===== src/rtl/seq_divider_32bit_if.sv =====
// Handshake and operand/result bundle for seq_divider_32bit.
// The divider connects through the slave modport and its producer/consumer through master.
interface seq_divider_32bit_if #(
  parameter int DW = 32
);
  logic            in_valid;
  logic            in_ready;
  logic [2*DW-1:0] dividend;
  logic [DW-1:0]   divisor;
  logic            is_signed;
  logic            out_valid;
  logic            out_ready;
  logic [DW-1:0]   quotient;
  logic [DW-1:0]   remainder;
  logic            div_by_zero;
  logic            overflow;
  logic            busy;

  modport master (
    output in_valid, dividend, divisor, is_signed, out_ready,
    input  in_ready, out_valid, quotient, remainder, div_by_zero, overflow, busy
  );

  modport slave (
    input  in_valid, dividend, divisor, is_signed, out_ready,
    output in_ready, out_valid, quotient, remainder, div_by_zero, overflow, busy
  );
endinterface


===== src/rtl/seq_divider_32bit.sv =====
// Radix-2 restoring divider: 2*DW-bit dividend / DW-bit divisor, one quotient bit per clock.
// Define SEQ_DIV_SIGNED_EN to build the signed path; otherwise is_signed is ignored.
module seq_divider_32bit #(
  parameter int DW = 32
) (
  input logic                clk,
  input logic                rst,
  seq_divider_32bit_if.slave bus
);
  localparam int CW = $clog2(DW);

  typedef enum logic [2:0] {
    S_IDLE,
    S_PREP,
    S_CALC,
    S_FIX,
    S_DONE
  } state_t;

  state_t          state_q, state_d;
  logic [2*DW-1:0] dvd_q, dvd_d;
  logic [DW-1:0]   dvs_q, dvs_d;
  logic [CW-1:0]   cnt_q, cnt_d;
  logic [DW-1:0]   quotient_q, quotient_d;
  logic [DW-1:0]   remainder_q, remainder_d;
  logic            dbz_q, dbz_d;
  logic            ovf_q, ovf_d;
`ifdef SEQ_DIV_SIGNED_EN
  logic            signed_q, signed_d;
  logic            q_neg_q, q_neg_d;
  logic            r_neg_q, r_neg_d;
`endif

  logic [2*DW-1:0] dvd_mag;
  logic [DW-1:0]   dvs_mag;
  logic [DW+1:0]   t_diff;

  // During CALC dvd_q holds {partial remainder, dividend bits}; quotient bits
  // enter at the LSB so after DW steps the low half is the quotient magnitude.
  always_comb begin
    state_d     = state_q;
    dvd_d       = dvd_q;
    dvs_d       = dvs_q;
    cnt_d       = cnt_q;
    quotient_d  = quotient_q;
    remainder_d = remainder_q;
    dbz_d       = dbz_q;
    ovf_d       = ovf_q;
`ifdef SEQ_DIV_SIGNED_EN
    signed_d    = signed_q;
    q_neg_d     = q_neg_q;
    r_neg_d     = r_neg_q;
`endif
    dvd_mag     = dvd_q;
    dvs_mag     = dvs_q;
`ifdef SEQ_DIV_SIGNED_EN
    if (signed_q && dvd_q[2*DW-1]) dvd_mag = -dvd_q;
    if (signed_q && dvs_q[DW-1])   dvs_mag = -dvs_q;
`endif
    t_diff = {1'b0, dvd_q[2*DW-1:DW], dvd_q[DW-1]} - {2'b00, dvs_q};

    case (state_q)
      S_IDLE: begin
        if (bus.in_valid) begin
          dvd_d    = bus.dividend;
          dvs_d    = bus.divisor;
          dbz_d    = 1'b0;
          ovf_d    = 1'b0;
`ifdef SEQ_DIV_SIGNED_EN
          signed_d = bus.is_signed;
`endif
          state_d  = S_PREP;
        end
      end
      S_PREP: begin
        cnt_d = '0;
        if (dvs_q == '0) begin
          dbz_d       = 1'b1;
          quotient_d  = '1;
          remainder_d = dvd_q[DW-1:0];
          state_d     = S_DONE;
        end else if (dvd_mag[2*DW-1:DW] >= dvs_mag) begin
          ovf_d       = 1'b1;
          quotient_d  = '0;
          remainder_d = '0;
          state_d     = S_DONE;
        end else begin
          dvd_d   = dvd_mag;
          dvs_d   = dvs_mag;
`ifdef SEQ_DIV_SIGNED_EN
          q_neg_d = signed_q & (dvd_q[2*DW-1] ^ dvs_q[DW-1]);
          r_neg_d = signed_q & dvd_q[2*DW-1];
`endif
          state_d = S_CALC;
        end
      end
      S_CALC: begin
        if (!t_diff[DW+1]) begin
          dvd_d = {t_diff[DW-1:0], dvd_q[DW-2:0], 1'b1};
        end else begin
          dvd_d = {dvd_q[2*DW-2:0], 1'b0};
        end
        if (cnt_q == CW'(DW-1)) begin
          state_d = S_FIX;
        end else begin
          cnt_d = cnt_q + 1'b1;
        end
      end
      S_FIX: begin
        quotient_d  = dvd_q[DW-1:0];
        remainder_d = dvd_q[2*DW-1:DW];
`ifdef SEQ_DIV_SIGNED_EN
        if (q_neg_q) quotient_d  = -dvd_q[DW-1:0];
        if (r_neg_q) remainder_d = -dvd_q[2*DW-1:DW];
        // A negative result may reach 2^(DW-1); a positive one must stay below it.
        if (signed_q && (q_neg_q ? (dvd_q[DW-1:0] > {1'b1, {(DW-1){1'b0}}})
                                 : dvd_q[DW-1])) begin
          ovf_d       = 1'b1;
          quotient_d  = '0;
          remainder_d = '0;
        end
`endif
        state_d = S_DONE;
      end
      S_DONE: begin
        if (bus.out_ready) state_d = S_IDLE;
      end
      default: state_d = S_IDLE;
    endcase
  end

  always_ff @(posedge clk or posedge rst) begin
    if (rst) begin
      state_q     <= S_IDLE;
      dvd_q       <= '0;
      dvs_q       <= '0;
      cnt_q       <= '0;
      quotient_q  <= '0;
      remainder_q <= '0;
      dbz_q       <= 1'b0;
      ovf_q       <= 1'b0;
`ifdef SEQ_DIV_SIGNED_EN
      signed_q    <= 1'b0;
      q_neg_q     <= 1'b0;
      r_neg_q     <= 1'b0;
`endif
    end else begin
      state_q     <= state_d;
      dvd_q       <= dvd_d;
      dvs_q       <= dvs_d;
      cnt_q       <= cnt_d;
      quotient_q  <= quotient_d;
      remainder_q <= remainder_d;
      dbz_q       <= dbz_d;
      ovf_q       <= ovf_d;
`ifdef SEQ_DIV_SIGNED_EN
      signed_q    <= signed_d;
      q_neg_q     <= q_neg_d;
      r_neg_q     <= r_neg_d;
`endif
    end
  end

  assign bus.in_ready    = (state_q == S_IDLE);
  assign bus.busy        = (state_q != S_IDLE);
  assign bus.out_valid   = (state_q == S_DONE);
  assign bus.quotient    = quotient_q;
  assign bus.remainder   = remainder_q;
  assign bus.div_by_zero = dbz_q;
  assign bus.overflow    = ovf_q;
endmodule


===== src/flat_wrapper.sv =====
// flat-port wrapper written by rule: the top's interface ports become plain ports
module seq_divider_32bit_flat 
#(
  parameter int DW = 32
)
  (clk, rst, bus_in_valid, bus_dividend, bus_divisor, bus_is_signed, bus_out_ready, bus_in_ready, bus_out_valid, bus_quotient, bus_remainder, bus_div_by_zero, bus_overflow, bus_busy);
  seq_divider_32bit_if #(.DW(DW)) bus_i ();
  input logic clk;
  input logic rst;
  input wire logic [$bits(bus_i.in_valid)-1:0] bus_in_valid;
  input wire logic [$bits(bus_i.dividend)-1:0] bus_dividend;
  input wire logic [$bits(bus_i.divisor)-1:0] bus_divisor;
  input wire logic [$bits(bus_i.is_signed)-1:0] bus_is_signed;
  input wire logic [$bits(bus_i.out_ready)-1:0] bus_out_ready;
  output wire logic [$bits(bus_i.in_ready)-1:0] bus_in_ready;
  output wire logic [$bits(bus_i.out_valid)-1:0] bus_out_valid;
  output wire logic [$bits(bus_i.quotient)-1:0] bus_quotient;
  output wire logic [$bits(bus_i.remainder)-1:0] bus_remainder;
  output wire logic [$bits(bus_i.div_by_zero)-1:0] bus_div_by_zero;
  output wire logic [$bits(bus_i.overflow)-1:0] bus_overflow;
  output wire logic [$bits(bus_i.busy)-1:0] bus_busy;
  assign bus_i.in_valid = bus_in_valid;
  assign bus_i.dividend = bus_dividend;
  assign bus_i.divisor = bus_divisor;
  assign bus_i.is_signed = bus_is_signed;
  assign bus_i.out_ready = bus_out_ready;
  assign bus_in_ready = bus_i.in_ready;
  assign bus_out_valid = bus_i.out_valid;
  assign bus_quotient = bus_i.quotient;
  assign bus_remainder = bus_i.remainder;
  assign bus_div_by_zero = bus_i.div_by_zero;
  assign bus_overflow = bus_i.overflow;
  assign bus_busy = bus_i.busy;
  seq_divider_32bit #(.DW(DW)) u_core (.clk(clk), .rst(rst), .bus(bus_i));
endmodule

===== config.mk =====
export PLATFORM = sky130hd
export DESIGN_NAME = seq_divider_32bit_flat
export DESIGN_NICKNAME = d
export VERILOG_FILES = /design/src/rtl/seq_divider_32bit_if.sv /design/src/rtl/seq_divider_32bit.sv /design/src/flat_wrapper.sv
export SDC_FILE = /design/constraint.sdc
export NUM_CORES = 1
export LEC_CHECK = 0
export ABC_CLOCK_PERIOD_IN_PS = 16000
export CELL_PAD_IN_SITES_DETAIL_PLACEMENT = 1
export CELL_PAD_IN_SITES_GLOBAL_PLACEMENT = 2
export CORE_UTILIZATION = 36
export CTS_CLUSTER_SIZE = 20
export DETAILED_ROUTE_END_ITERATION = 12
export GPL_TIMING_DRIVEN = 0
export HOLD_SLACK_MARGIN = 0.08
export PLACE_DENSITY_LB_ADDON = 0.1
export SETUP_SLACK_MARGIN = 0.15
export SYNTH_ARGS = -nofsm -noshare
export SYNTH_HDL_FRONTEND = slang
export SYNTH_SLANG_ARGS = --single-unit
export TNS_END_PERCENT = 50

===== constraint.sdc =====
create_clock -name clk -period 16 [get_ports clk]
set_input_delay 1.6 -clock clk [delete_from_list [all_inputs] [get_ports clk]]
set_output_delay 1.6 -clock clk [all_outputs]
set_load 0.1 [all_outputs]

# --- After elaboration in Yosys (flattened, before gate mapping) ---
# Cells that the tools add are included.
totals:
  ff_bits: 170
op_classes:
  addsub: 2
  magnitude_cmp: 1
  eq_ne: 13
  n_mux: 22
  reduce_logical: 14
op_table:
  columns: ["cell", "n"]
  rows:
  - ["$mux W64", 2]
  - ["$pmux W32 S2", 2]
  - ["$pmux W64 S2", 1]
  - ["$mux W32", 3]
  - ["$sub A33 B32 Y34", 1]
  - ["$ge A32 B32 Y1", 1]
  - ["$logic_not A32 Y1", 1]
  - ["$mux W3", 5]
  - ["$pmux W3 S5", 1]
  - ["$pmux W5 S2", 1]
  - ["$ne A2 B2 Y1 const B", 4]
  - ["$reduce_and A2 Y1", 4]
  - ["$reduce_bool A2 Y1", 4]
  - ["$eq A3 B2 Y1 const B", 2]
  - ["$ne A2 B1 Y1 const B", 3]
  - ["$reduce_and A3 Y1", 2]
  - ["$add A5 B1 Y5 const B", 1]
  - ["$eq A5 B5 Y1 const B", 1]
  - ["$mux W5", 1]
  - ["$mux W1", 4]
  - ["$pmux W1 S2", 2]
  - ["$reduce_and A4 Y1", 1]
  - ["$eq A3 B1 Y1 const B", 1]
  - ["$eq A3 B3 Y1 const B", 1]
  - ["other kinds (3)", 3]

# --- Longest topological paths before layout ---
# Gate-level depths: netlist of the first run.
depth:
  depth_word: 4
  mapped_depth: 13
  ltp_nobuf: 12

# --- Worst setup path before layout of the first run ---
# Ideal clock, no wire load.
synth_path:
  path_type: "reg-to-output"
  startpoint: "register u_core.state_q[0]"
  endpoint: "output bus_busy"
  arrival_time_ns: 3.918
  required_ns: 14.400
  setup_slack_ns: 10.482
  stages_incl_launch_ff: 4
  path_buffers: 1
  cell_sequence: "dfrtp_1 > clkbuf_1 > nor3_1 > inv_1"
synth_via:
  elab_chain_len: 1
synth_lines:
  columns: ["element", "line", "rtl"]
  rows:
  - ["start: declaration", "seq_divider_32bit.sv:20", "state_t state_q, state_d;"]
  - ["start signal: assignment", "seq_divider_32bit.sv:148", "state_q <= state_d;"]
  - ["$reduce_bool A3 Y1", "seq_divider_32bit.sv:165", "assign bus.busy = (state_q != S_IDLE);"]
  - ["end: declaration", "flat_wrapper.sv:21", "output wire logic [$bits(bus_i.busy)-1:0] bus_busy;"]
# No other way between the ends.

# --- Worst setup path after layout of the first run ---
layout_path:
  startpoint: "register u_core.state_q[1]"
  endpoint: "output bus_out_valid"
layout_via:
  elab_chain_len: 1
layout_lines:
  columns: ["element", "line", "rtl"]
  rows:
  - ["$eq A3 B3 Y1", "seq_divider_32bit.sv:166", "assign bus.out_valid = (state_q == S_DONE);"]
  - ["end: declaration", "flat_wrapper.sv:16", "output wire logic [$bits(bus_i.out_valid)-1:0] bus_out_valid;"]
# No other way between the ends.

==> out/results.tsv, run 1 <==
metric	value	unit
outcome	finished, final reports clean	
max cap viols	0	
number of global-route vias before repair	9687	
fraction of post-synthesis cell area in the top cell type by area	41.8	%
Clk pin slew, worst setup/hold paths	70	ps
worst-path cell chain	clkbuf_1 > buf_1 > nor2_1 > nand2_1 > inv_1 > clkdlybuf4s50_1	
Clock Tree Root	sky130_fd_sc_hd__clkbuf_16	
main combinational cell family by area after synthesis	compound AO/OA/AOI/OAI gates	
Initial Utilization	36.6	%
worst skew pair latency	440	ps
hold bufs inserted after CTS	0	
total detailed-routing wirelength	36.7	mm
top cells by count, synth	sky130_fd_sc_hd__dfrtp_1, sky130_fd_sc_hd__nand2_1, sky130_fd_sc_hd__o21ai_0	
detail-routed via count per cell	5.60	
total buffers and inverters traversed by the critical path	4	
Worst Skew	14.8	ps
cell row count	61	
maximum fanout along the worst path	10	
multiplexer fraction of the synthesized cell area	4.94	%
slew at the pin closest to its max-slew limit	1050	ps
Final HPWL DP	28.1	mm
netlist area before placement	0.0102	mm2
Worst slew margin	29.7	%
final critical-path share of the clock period	28.8	%
area of combinational cells with multiple inputs	0.00545	mm2
global route overflow	0	
antenna violations before repair	0	
IO Count	170	
H-tree levels	4	
input/output buffers	168	
kind of start point of the critical path	flop	
nature of the critical path endpoint	primary output	
post-detailed-route count of antenna-violating nets	0	
proportion of synthesized flip-flops having asynchronous set or reset	100	%
cell with the most instances after synthesis	sky130_fd_sc_hd__dfrtp_1	
XOR/XNOR Fraction of Synth Area	2.07	%
endpoint required time on the critical path	14400	ps
first-pass GRT wire length	57.7	mm
maximum number of pins on one net before global-route repair	87	
TritonCTS clock tree	done	
Largest delay share family, worst path	buffers and inverters	
crit path max-delay cell type	sky130_fd_sc_hd__clkdlybuf4s50_1	
core footprint	0.0278	mm2
# DRC	0	
number of warnings issued by yosys	0	
number of instances resized during post-cts repair	0	
cells taking the most area after synthesis	sky130_fd_sc_hd__dfrtp_1, sky130_fd_sc_hd__ha_1, sky130_fd_sc_hd__nand2_1	
fraction of final layout cells with drive strength greater than 1	4.16	%
Die Height	170	um
routed wire length per instance	21.9	um
Synth Area in Compound Gates	24.8	%
sequential area share after synthesis	41.8	%
arrival time reported for the critical path endpoint	3010	ps
minimum clock period	4610	ps
cell type with the largest total area after synthesis	sky130_fd_sc_hd__dfrtp_1	
final total negative setup slack	0	ps
count of pins over their slew limit	0	
final layout net count	1452	
GP Congestion	0.887	
Avg Synthesized Cell Area	9.28	um2
Max Buffers Root-to-Sink	2	
number of detailed-route iterations in the first pass	5	
path type of the worst setup path	reg -> out	
area of the die	0.0289	mm2
highest clock rate	217	MHz
total global routing track utilization	26.4	%
setup repair after global routing missed its margin	no	
post-synthesis share of cell area spent on full adders, half adders and majority gates	8.31	%
count of endpoints failing hold in the final timing report	0	
count of different cell masters after synthesis	58	
Die Span X	170	um
FF+latch area	0.00425	mm2
number of buffers created by CTS	17	
Syn Inst Count	1096	
number of enable-type register cells in the synthesized netlist	0	
via count	9391	
buffers inserted during post-CTS setup optimization	0	
1st-iter DRT viols	504	
worst min path class	reg -> reg	
flops & latches, synth	170	
longest individual stage delay on the worst path	960	ps
number of clock sinks seen by CTS	170	
area fraction in and, or, nand and nor cells after synthesis	13.5	%
Setup violations, final	0	
relative area change from synthesis to final layout	27.2	%
Net Count, Synth	1264	
fill cell count	3243	
top flip-flop cell by instance count after synthesis	sky130_fd_sc_hd__dfrtp_1	
[layer usage]
metal  global-route usage (%)  vias up  wire length, um
li1                         -     4397                -
met1                     36.8     4771            17500
met2                     43.6      189            17500
met3                     2.67       34             1070
met4                     7.09        0              683
met5                        0        -                0
[through the flow]
stage | utilization, % | worst slack [ps] | hold slack (ps) | std cells | cell area, um2
finish | 46.6 | 11390 | 476 | 1676 | 12900
global route | 46.6 | 11200 | 495 | 1675 | 12900
CTS | 46.6 | 11350 | 481 | 1675 | 12900
detailed placement | 44.5 | 11050 | 464 | 1643 | 12400
global placement | 44.4 | 6980 | 460 | 1642 | 12300
floorplan | - | 9800 | 478 | 1096 | 10200
[cells in the final DEF, fill, tap and decap left out, types with 3 or more instances in the layout]
cell type                         instances
sky130_fd_sc_hd__a211oi_1                22
sky130_fd_sc_hd__a21o_1                  52
sky130_fd_sc_hd__a21oi_1                 54
sky130_fd_sc_hd__a221o_1                 34
sky130_fd_sc_hd__a22oi_1                 42
sky130_fd_sc_hd__a31oi_1                 19
sky130_fd_sc_hd__and2_1                   8
sky130_fd_sc_hd__and3_1                   9
sky130_fd_sc_hd__buf_1                    3
sky130_fd_sc_hd__buf_2                    7
sky130_fd_sc_hd__buf_6                    3
sky130_fd_sc_hd__clkbuf_1                54
sky130_fd_sc_hd__clkbuf_16               17
sky130_fd_sc_hd__clkdlybuf4s50_1        168
sky130_fd_sc_hd__clkinv_4                 4
sky130_fd_sc_hd__dfrtp_1                170
sky130_fd_sc_hd__ha_1                    66
sky130_fd_sc_hd__inv_1                   48
sky130_fd_sc_hd__inv_8                    7
sky130_fd_sc_hd__mux2i_1                 48
sky130_fd_sc_hd__nand2_1                133
sky130_fd_sc_hd__nand2b_1                 7
sky130_fd_sc_hd__nand3_1                  7
sky130_fd_sc_hd__nand4_1                 12
sky130_fd_sc_hd__nor2_1                  65
sky130_fd_sc_hd__nor2b_1                 21
sky130_fd_sc_hd__nor3_1                  20
sky130_fd_sc_hd__nor4_1                   9
sky130_fd_sc_hd__o211ai_1                 5
sky130_fd_sc_hd__o21a_1                   4
sky130_fd_sc_hd__o21ai_0                 88
sky130_fd_sc_hd__o21bai_1                 8
sky130_fd_sc_hd__o311ai_0                 3
sky130_fd_sc_hd__o31ai_1                 11
sky130_fd_sc_hd__or2_2                    3
sky130_fd_sc_hd__or3_1                    4
sky130_fd_sc_hd__xnor2_1                 15
sky130_fd_sc_hd__xor2_1                   9
[final timing paths]
check / start / endpoint / slack, ps / cells past startpoint
setup / recovery: u_core.state_q[1] / bus_out_valid / 11390 / 6
hold / removal: u_core.bus.remainder[3] / u_core.bus.remainder[3] / 480 / 1
setup reg to reg: u_core.dvd_mag[32] / u_core.bus.quotient[3] / 12080 / 11
hold reg to reg: u_core.bus.remainder[3] / u_core.bus.remainder[3] / 480 / 1
max in group asynchronous: rst / u_core.dvs_mag[13] / 13470 / 3
min in group asynchronous: rst / u_core.dvd_mag[8] / 1650 / 2
[flip-flops by register name, indices dropped and copies added (netlist names)]
signal / cells
u_core.bus.remainder: 32
u_core.cnt_q: 5
u_core.bus.div_by_zero: 1
u_core.state_q: 3
u_core.dvd_mag: 64
u_core.bus.overflow: 1
u_core.dvs_mag: 32
u_core.bus.quotient: 32
[layout make-up]
| cell class | instances | area share (%) |
|---|---|---|
| Clock inverter | 14 | 1.16 |
| Clock buffer | 18 | 3.32 |
| Antenna cell | 1 | 0.0193 |
| Tap cell | 378 | 3.65 |
| Buffer | 67 | 2.21 |
| Timing Repair Buffer | 169 | 13.2 |
| Inverter | 49 | 1.48 |
| Multi-Input combinational cell | 810 | 42.1 |
| Sequential cell | 170 | 32.9 |
[logic make-up after synthesis]
| family | count (synthesis) |
|---|---|
| AOI/OAI and AO/OA | 367 |
| muxes | 50 |
| xor gates and xnor gates | 24 |
| buffers and inverters | 116 |
| adders and majority gates | 67 |
| DFF | 170 |
| and+or+nand+nor | 302 |
Power of run 1 is left out: the tool's default activity adds up to more than one toggle a clock period on the data nets, which glitch-free logic cannot reach.
==> inputs of run 2 (changes only) <==
--- a/config.mk
+++ b/config.mk
@@ -5,10 +5,10 @@
 export SDC_FILE = /design/constraint.sdc
 export NUM_CORES = 1
 export LEC_CHECK = 0
-export ABC_CLOCK_PERIOD_IN_PS = 16000
+export ABC_CLOCK_PERIOD_IN_PS = 4100
 export CELL_PAD_IN_SITES_DETAIL_PLACEMENT = 1
 export CELL_PAD_IN_SITES_GLOBAL_PLACEMENT = 2
-export CORE_UTILIZATION = 36
+export CORE_UTILIZATION = 30
 export CTS_CLUSTER_SIZE = 20
 export DETAILED_ROUTE_END_ITERATION = 12
 export GPL_TIMING_DRIVEN = 0
==> constraint.sdc (replaced) <==
create_clock -name clk -period 4.1 [get_ports clk]
set_input_delay 0.41 -clock clk [delete_from_list [all_inputs] [get_ports clk]]
set_output_delay 0.41 -clock clk [all_outputs]
set_load 0.1 [all_outputs]
==> out/results.tsv, run 2 (synthesis results as in run 1) <==
metric	value	unit	change
outcome	finished, final reports clean		
DP Area	0.0125	mm2	+1.3%
GP Congestion	0.850		-4.1%
worst min path class	in -> async		
antenna violations before repair	1		+1
arrival time reported for the critical path endpoint	4120	ps	+1110 ps
count of pins over their slew limit	0		unchanged
most frequent cells in the layout	sky130_fd_sc_hd__dfrtp_1, sky130_fd_sc_hd__clkdlybuf4s50_1, sky130_fd_sc_hd__nand2_1		
post-detailed-route count of antenna-violating nets	0		unchanged
maximum number of pins on one net before global-route repair	38		-56%
max cap viols	0		unchanged
Max Buffers Root-to-Sink	2		unchanged
final total negative setup slack	0	ps	unchanged
worst skew pair latency	450	ps	about the same
fill cell count	3823		+18%
minimum clock period	3730	ps	
# DRC	0		unchanged
number of buffers created by CTS	17		unchanged
TritonCTS clock tree	done		
count of endpoints failing hold in the final timing report	0		unchanged
Setup violations, final	0		unchanged
relative area change from synthesis to final layout	29.3	%	
Worst slew margin	29.5	%	-0.16 points
total global routing track utilization	23.6	%	-2.8 points
path type of the worst setup path	reg -> reg		
setup repair after global routing missed its margin	no		
Worst Skew	12.2	ps	-2.56 ps
nature of the critical path endpoint	flop		
final layout net count	1456		+0.28%
Die Height	186	um	+9.4%
IO Count	170		unchanged
flip-flop count of the largest register, all copies and words added	64		unchanged
number of global-route vias before repair	9615		-0.74%
Final HPWL DP	30.9	mm	+9.8%
detail-routed via count per cell	5.27		-5.9%
tightest hold margin	345	ps	-131 ps
most common library cell in the layout ignoring fill and taps	sky130_fd_sc_hd__dfrtp_1		
kind of start point of the critical path	flop		
final critical-path share of the clock period	91.0	%	
Initial Utilization	30.4	%	-6.2 points
input/output buffers	168		unchanged
area of the die	0.0347	mm2	+20%
total detailed-routing wirelength	39.0	mm	+6.0%
routed wire length per instance	22.3	um	+1.6%
Clock Tree Root	sky130_fd_sc_hd__clkbuf_16		
number of clock sinks seen by CTS	170		unchanged
global route overflow	0		unchanged
endpoint required time on the critical path	4490	ps	-9910 ps
number of detailed-route iterations in the first pass	5		unchanged
highest clock rate	268	MHz	
Clk pin slew, worst setup/hold paths	70	ps	about the same
first-pass GRT wire length	60.0	mm	+4.0%
post-route standard cell area excluding fillers	0.0132	mm2	+1.6%
maximum fanout along the worst path	10		unchanged
fraction of final layout cells with drive strength greater than 1	4.46	%	+0.30 points
Die Span X	186	um	+9.4%
1st-iter DRT viols	472		-6.3%
cell row count	67		+9.8%
via count	9220		-1.8%
slew at the pin closest to its max-slew limit	1050	ps	-0.625 ps
buffers inserted during post-CTS setup optimization	0		unchanged
H-tree levels	4		unchanged
core footprint	0.0334	mm2	+20%
run 2: cell count changes in the layout (fill, tap and decap cells not counted), sizes merged:
cell      previous run  this run
inv                 55        49
clkinv               6         1
buf                 15        19
clkbuf              71        75
bufinv               0         3
clkinvlp             2         5
run 2: worst paths after layout:
kind	slack, ps	depth (start not counted)	from	endpoint
worst min-delay path	350	2	rst	u_core.bus.quotient[4]
min in group clk	470	1	u_core.bus.remainder[6]	u_core.bus.remainder[6]
worst min register to register	470	1	u_core.bus.remainder[6]	u_core.bus.remainder[6]
worst max register to register	370	11	u_core.dvd_mag[32]	u_core.bus.quotient[4]
max in group asynchronous	2750	5	rst	u_core.dvs_mag[26]
worst max-delay path	370	11	u_core.dvd_mag[32]	u_core.bus.quotient[4]
run 2: worst max-delay path, cell delays in order (launching register included):
cell,delay [ps]
sky130_fd_sc_hd__dfrtp_1,450
sky130_fd_sc_hd__inv_1,90
sky130_fd_sc_hd__ha_1,270
sky130_fd_sc_hd__nand2b_1,140
sky130_fd_sc_hd__a21o_1,180
sky130_fd_sc_hd__a21oi_1,200
sky130_fd_sc_hd__o21ai_1,180
sky130_fd_sc_hd__a41oi_1,460
sky130_fd_sc_hd__o21ai_0,480
sky130_fd_sc_hd__o31ai_4,520
sky130_fd_sc_hd__clkbuf_1,450
sky130_fd_sc_hd__a221o_1,250
run 2: layer usage:
layer  wire (um)  vias to the layer above  global-route usage (%)
met5           0                        -                       0
met3        1160                       30                    3.49
met2       18200                      161                    37.6
li1            -                     4402                       -
met1       18900                     4627                    33.2
met4         702                        0                    6.69
run 2: stage by stage:
step | setup WS, ps | utilization [%] | cells
floorplan | -228 | - | 1096
global placement | -275 | 37.1 | 1712
detailed placement | -15.7 | 37.4 | 1717
CTS | 214 | 39.3 | 1748
global route | 158 | 39.3 | 1749
finish | 369 | 39.3 | 1749
run 2: final cells by class:
type | instances | area, um2 | area share, %
plain buffers | 67 | 287 | 2.18
clock buffers | 22 | 474 | 3.61
diodes | 1 | 2.50 | 0.0190
well taps | 448 | 561 | 4.26
multi-input cells | 810 | 5470 | 41.6
inverters | 49 | 188 | 1.43
clock inverters | 9 | 138 | 1.05
flip-flops and latches | 170 | 4250 | 32.3
repair buffers | 173 | 1780 | 13.5
run 2: repair_timing:
item,CTS,global route
gates resized for setup,1,2
hold buffers,0,0
cloned,0,0
setup endpoints to repair,30,40
Power of run 2 is left out for the same reason.
==> inputs of run 3 (changes only) <==
--- a/config.mk
+++ b/config.mk
@@ -8,12 +8,13 @@
 export ABC_CLOCK_PERIOD_IN_PS = 4100
 export CELL_PAD_IN_SITES_DETAIL_PLACEMENT = 1
 export CELL_PAD_IN_SITES_GLOBAL_PLACEMENT = 2
-export CORE_UTILIZATION = 30
+export CORE_UTILIZATION = 36
 export CTS_CLUSTER_SIZE = 20
 export DETAILED_ROUTE_END_ITERATION = 12
+export DONT_BUFFER_PORTS = 1
 export GPL_TIMING_DRIVEN = 0
 export HOLD_SLACK_MARGIN = 0.08
-export PLACE_DENSITY_LB_ADDON = 0.1
+export PLACE_DENSITY_LB_ADDON = 0.08
 export SETUP_SLACK_MARGIN = 0.15
 export SYNTH_ARGS = -nofsm -noshare
 export SYNTH_HDL_FRONTEND = slang
==> out/results.tsv, run 3 (synthesis results as in run 1) <==
metric	value	unit	change
kind of start point of the critical path	flop		
fraction of final layout cells with drive strength greater than 1	5.28	%	+0.82 points
first-pass GRT wire length	57.0	mm	-5.0%
count of endpoints failing hold in the final timing report	0		unchanged
Final HPWL DP	28.5	mm	-7.8%
path type of the worst setup path	reg -> reg		
destination of the worst register-to-register timing path	u_core.bus.quotient[28]		
Clk pin slew, worst setup/hold paths	80	ps	about the same
Setup WS post-layout	358	ps	-10.9 ps
core footprint	0.0278	mm2	-17%
1st-iter DRT viols	462		-2.1%
maximum fanout along the worst path	10		unchanged
antenna violations before repair	7		+6
endpoint required time on the critical path	4470	ps	-20 ps
max cap viols	0		unchanged
final layout net count	1292		-11%
Clock Tree Root	sky130_fd_sc_hd__clkbuf_16		
number of detailed-route iterations in the first pass	5		unchanged
final critical-path share of the clock period	91.3	%	+0.27 points
total detailed-routing wirelength	36.7	mm	-5.9%
global route overflow	0		unchanged
GP Congestion	0.844		-0.74%
buffers inserted during post-CTS setup optimization	0		unchanged
relative area change from synthesis to final layout	12.1	%	
flip-flop count of the largest register, all copies and words added	64		unchanged
Initial Utilization	36.6	%	+6.2 points
Setup violations, final	0		unchanged
post-detailed-route count of antenna-violating nets	0		unchanged
nature of the critical path endpoint	flop		
highest clock rate	267	MHz	-0.29%
detail-routed via count per cell	5.67		+7.6%
worst setup path endpoint	u_core.bus.quotient[28]		
input/output buffers	0		-100%
post-route standard cell area excluding fillers	0.0114	mm2	-13%
worst min path class	in -> reg		
number of global-route vias before repair	9182		-4.5%
worst-case reg-to-reg path depth	11		unchanged
outcome	finished, final reports clean		
critical register-to-register path startpoint	u_core.dvd_mag[32]		
setup repair after global routing missed its margin	yes		
maximum number of pins on one net before global-route repair	41		+7.9%
count of pins over their slew limit	0		unchanged
Die Span X	170	um	-8.6%
via count	8626		-6.4%
slew at the pin closest to its max-slew limit	1050	ps	+0.387 ps
cell row count	61		-9.0%
number of buffers created by CTS	17		unchanged
# DRC	0		unchanged
number of clock sinks seen by CTS	170		unchanged
total global routing track utilization	26.3	%	+2.7 points
routed wire length per instance	24.1	um	+8.2%
Die Height	170	um	-8.6%
final total negative setup slack	0	ps	unchanged
start point of the critical path	u_core.dvd_mag[32]		
Max Buffers Root-to-Sink	2		unchanged
register-to-register setup slack	360	ps	about the same
most common library cell in the layout ignoring fill and taps	sky130_fd_sc_hd__dfrtp_1		
Placement Setup Slack	109	ps	+124 ps
most frequent cells in the layout	sky130_fd_sc_hd__dfrtp_1, sky130_fd_sc_hd__nand2_1, sky130_fd_sc_hd__o21ai_0		
Worst slew margin	29.5	%	about the same
H-tree levels	4		unchanged
minimum clock period	3740	ps	+10.9 ps
DP Area	0.0108	mm2	-14%
Worst Skew	21.0	ps	+8.72 ps
IO Count	170		unchanged
area of the die	0.0289	mm2	-16%
arrival time reported for the critical path endpoint	4120	ps	about the same
TritonCTS clock tree	done		
worst skew pair latency	450	ps	about the same
[run 3: worst max-delay path: stages, from the launching register on]
cell                       delay (ps)
sky130_fd_sc_hd__dfrtp_1          450
sky130_fd_sc_hd__inv_1            110
sky130_fd_sc_hd__ha_1             270
sky130_fd_sc_hd__nand2b_1         140
sky130_fd_sc_hd__a21o_1           180
sky130_fd_sc_hd__a21oi_1          160
sky130_fd_sc_hd__o21ai_1          100
sky130_fd_sc_hd__a41oi_1          430
sky130_fd_sc_hd__o21ai_0          490
sky130_fd_sc_hd__o31ai_2          620
sky130_fd_sc_hd__clkbuf_1         490
sky130_fd_sc_hd__a221o_1          240
[run 3: final cells by class]
cell class | count | area, um2
Antenna cell | 6 | 15.0
Buffer | 67 | 287
Clock buffer | 18 | 429
Clock inverter | 14 | 165
Fill cell | 3238 | 16400
Inverter | 49 | 188
Multi-Input combinational cell | 810 | 5460
Sequential cell | 170 | 4250
Tap cell | 378 | 473
Timing Repair Buffer | 9 | 135
[run 3: layer usage]
layer	part of all wire, %	global-route usage, %
met1	46	35.0
met4	1.5	7.01
met5	0.025	0
met2	48	43.6
met3	4.2	5.02
[run 3: metrics by stage]
step,cells,util [%],hold WS [ps]
after floorplan,1096,-,478
after global placement,1474,38.3,503
after detailed placement,1479,38.7,388
after CTS,1515,41.0,81.1
after global routing,1518,41.0,86.4
final,1521,41.1,91.2
[run 3: what timing repair did]
item,CTS,global route
resized for setup,1,1
hold buffers,4,0
pin swaps,0,0
endpoints found under the hold margin,25,0
endpoints found under the setup margin,25,16
[run 3: worst min path at each step]
| stage | cells past startpoint | slack (ps) | start | end |
|---|---|---|---|---|
| after floorplan | 2 | 480 | u_core.cnt_q[4] | u_core.cnt_q[4] |
| after global placement | 2 | 500 | u_core.cnt_q[4] | u_core.cnt_q[4] |
| after detailed placement | 1 | 390 | rst | u_core.dvd_mag[8] |
| after CTS | 2 | 80 | bus_divisor[4] | u_core.dvs_mag[4] |
| after global routing | 2 | 90 | bus_divisor[7] | u_core.dvs_mag[7] |
| final | 2 | 90 | bus_divisor[28] | u_core.dvs_mag[28] |
Power of run 3 is left out for the same reason.
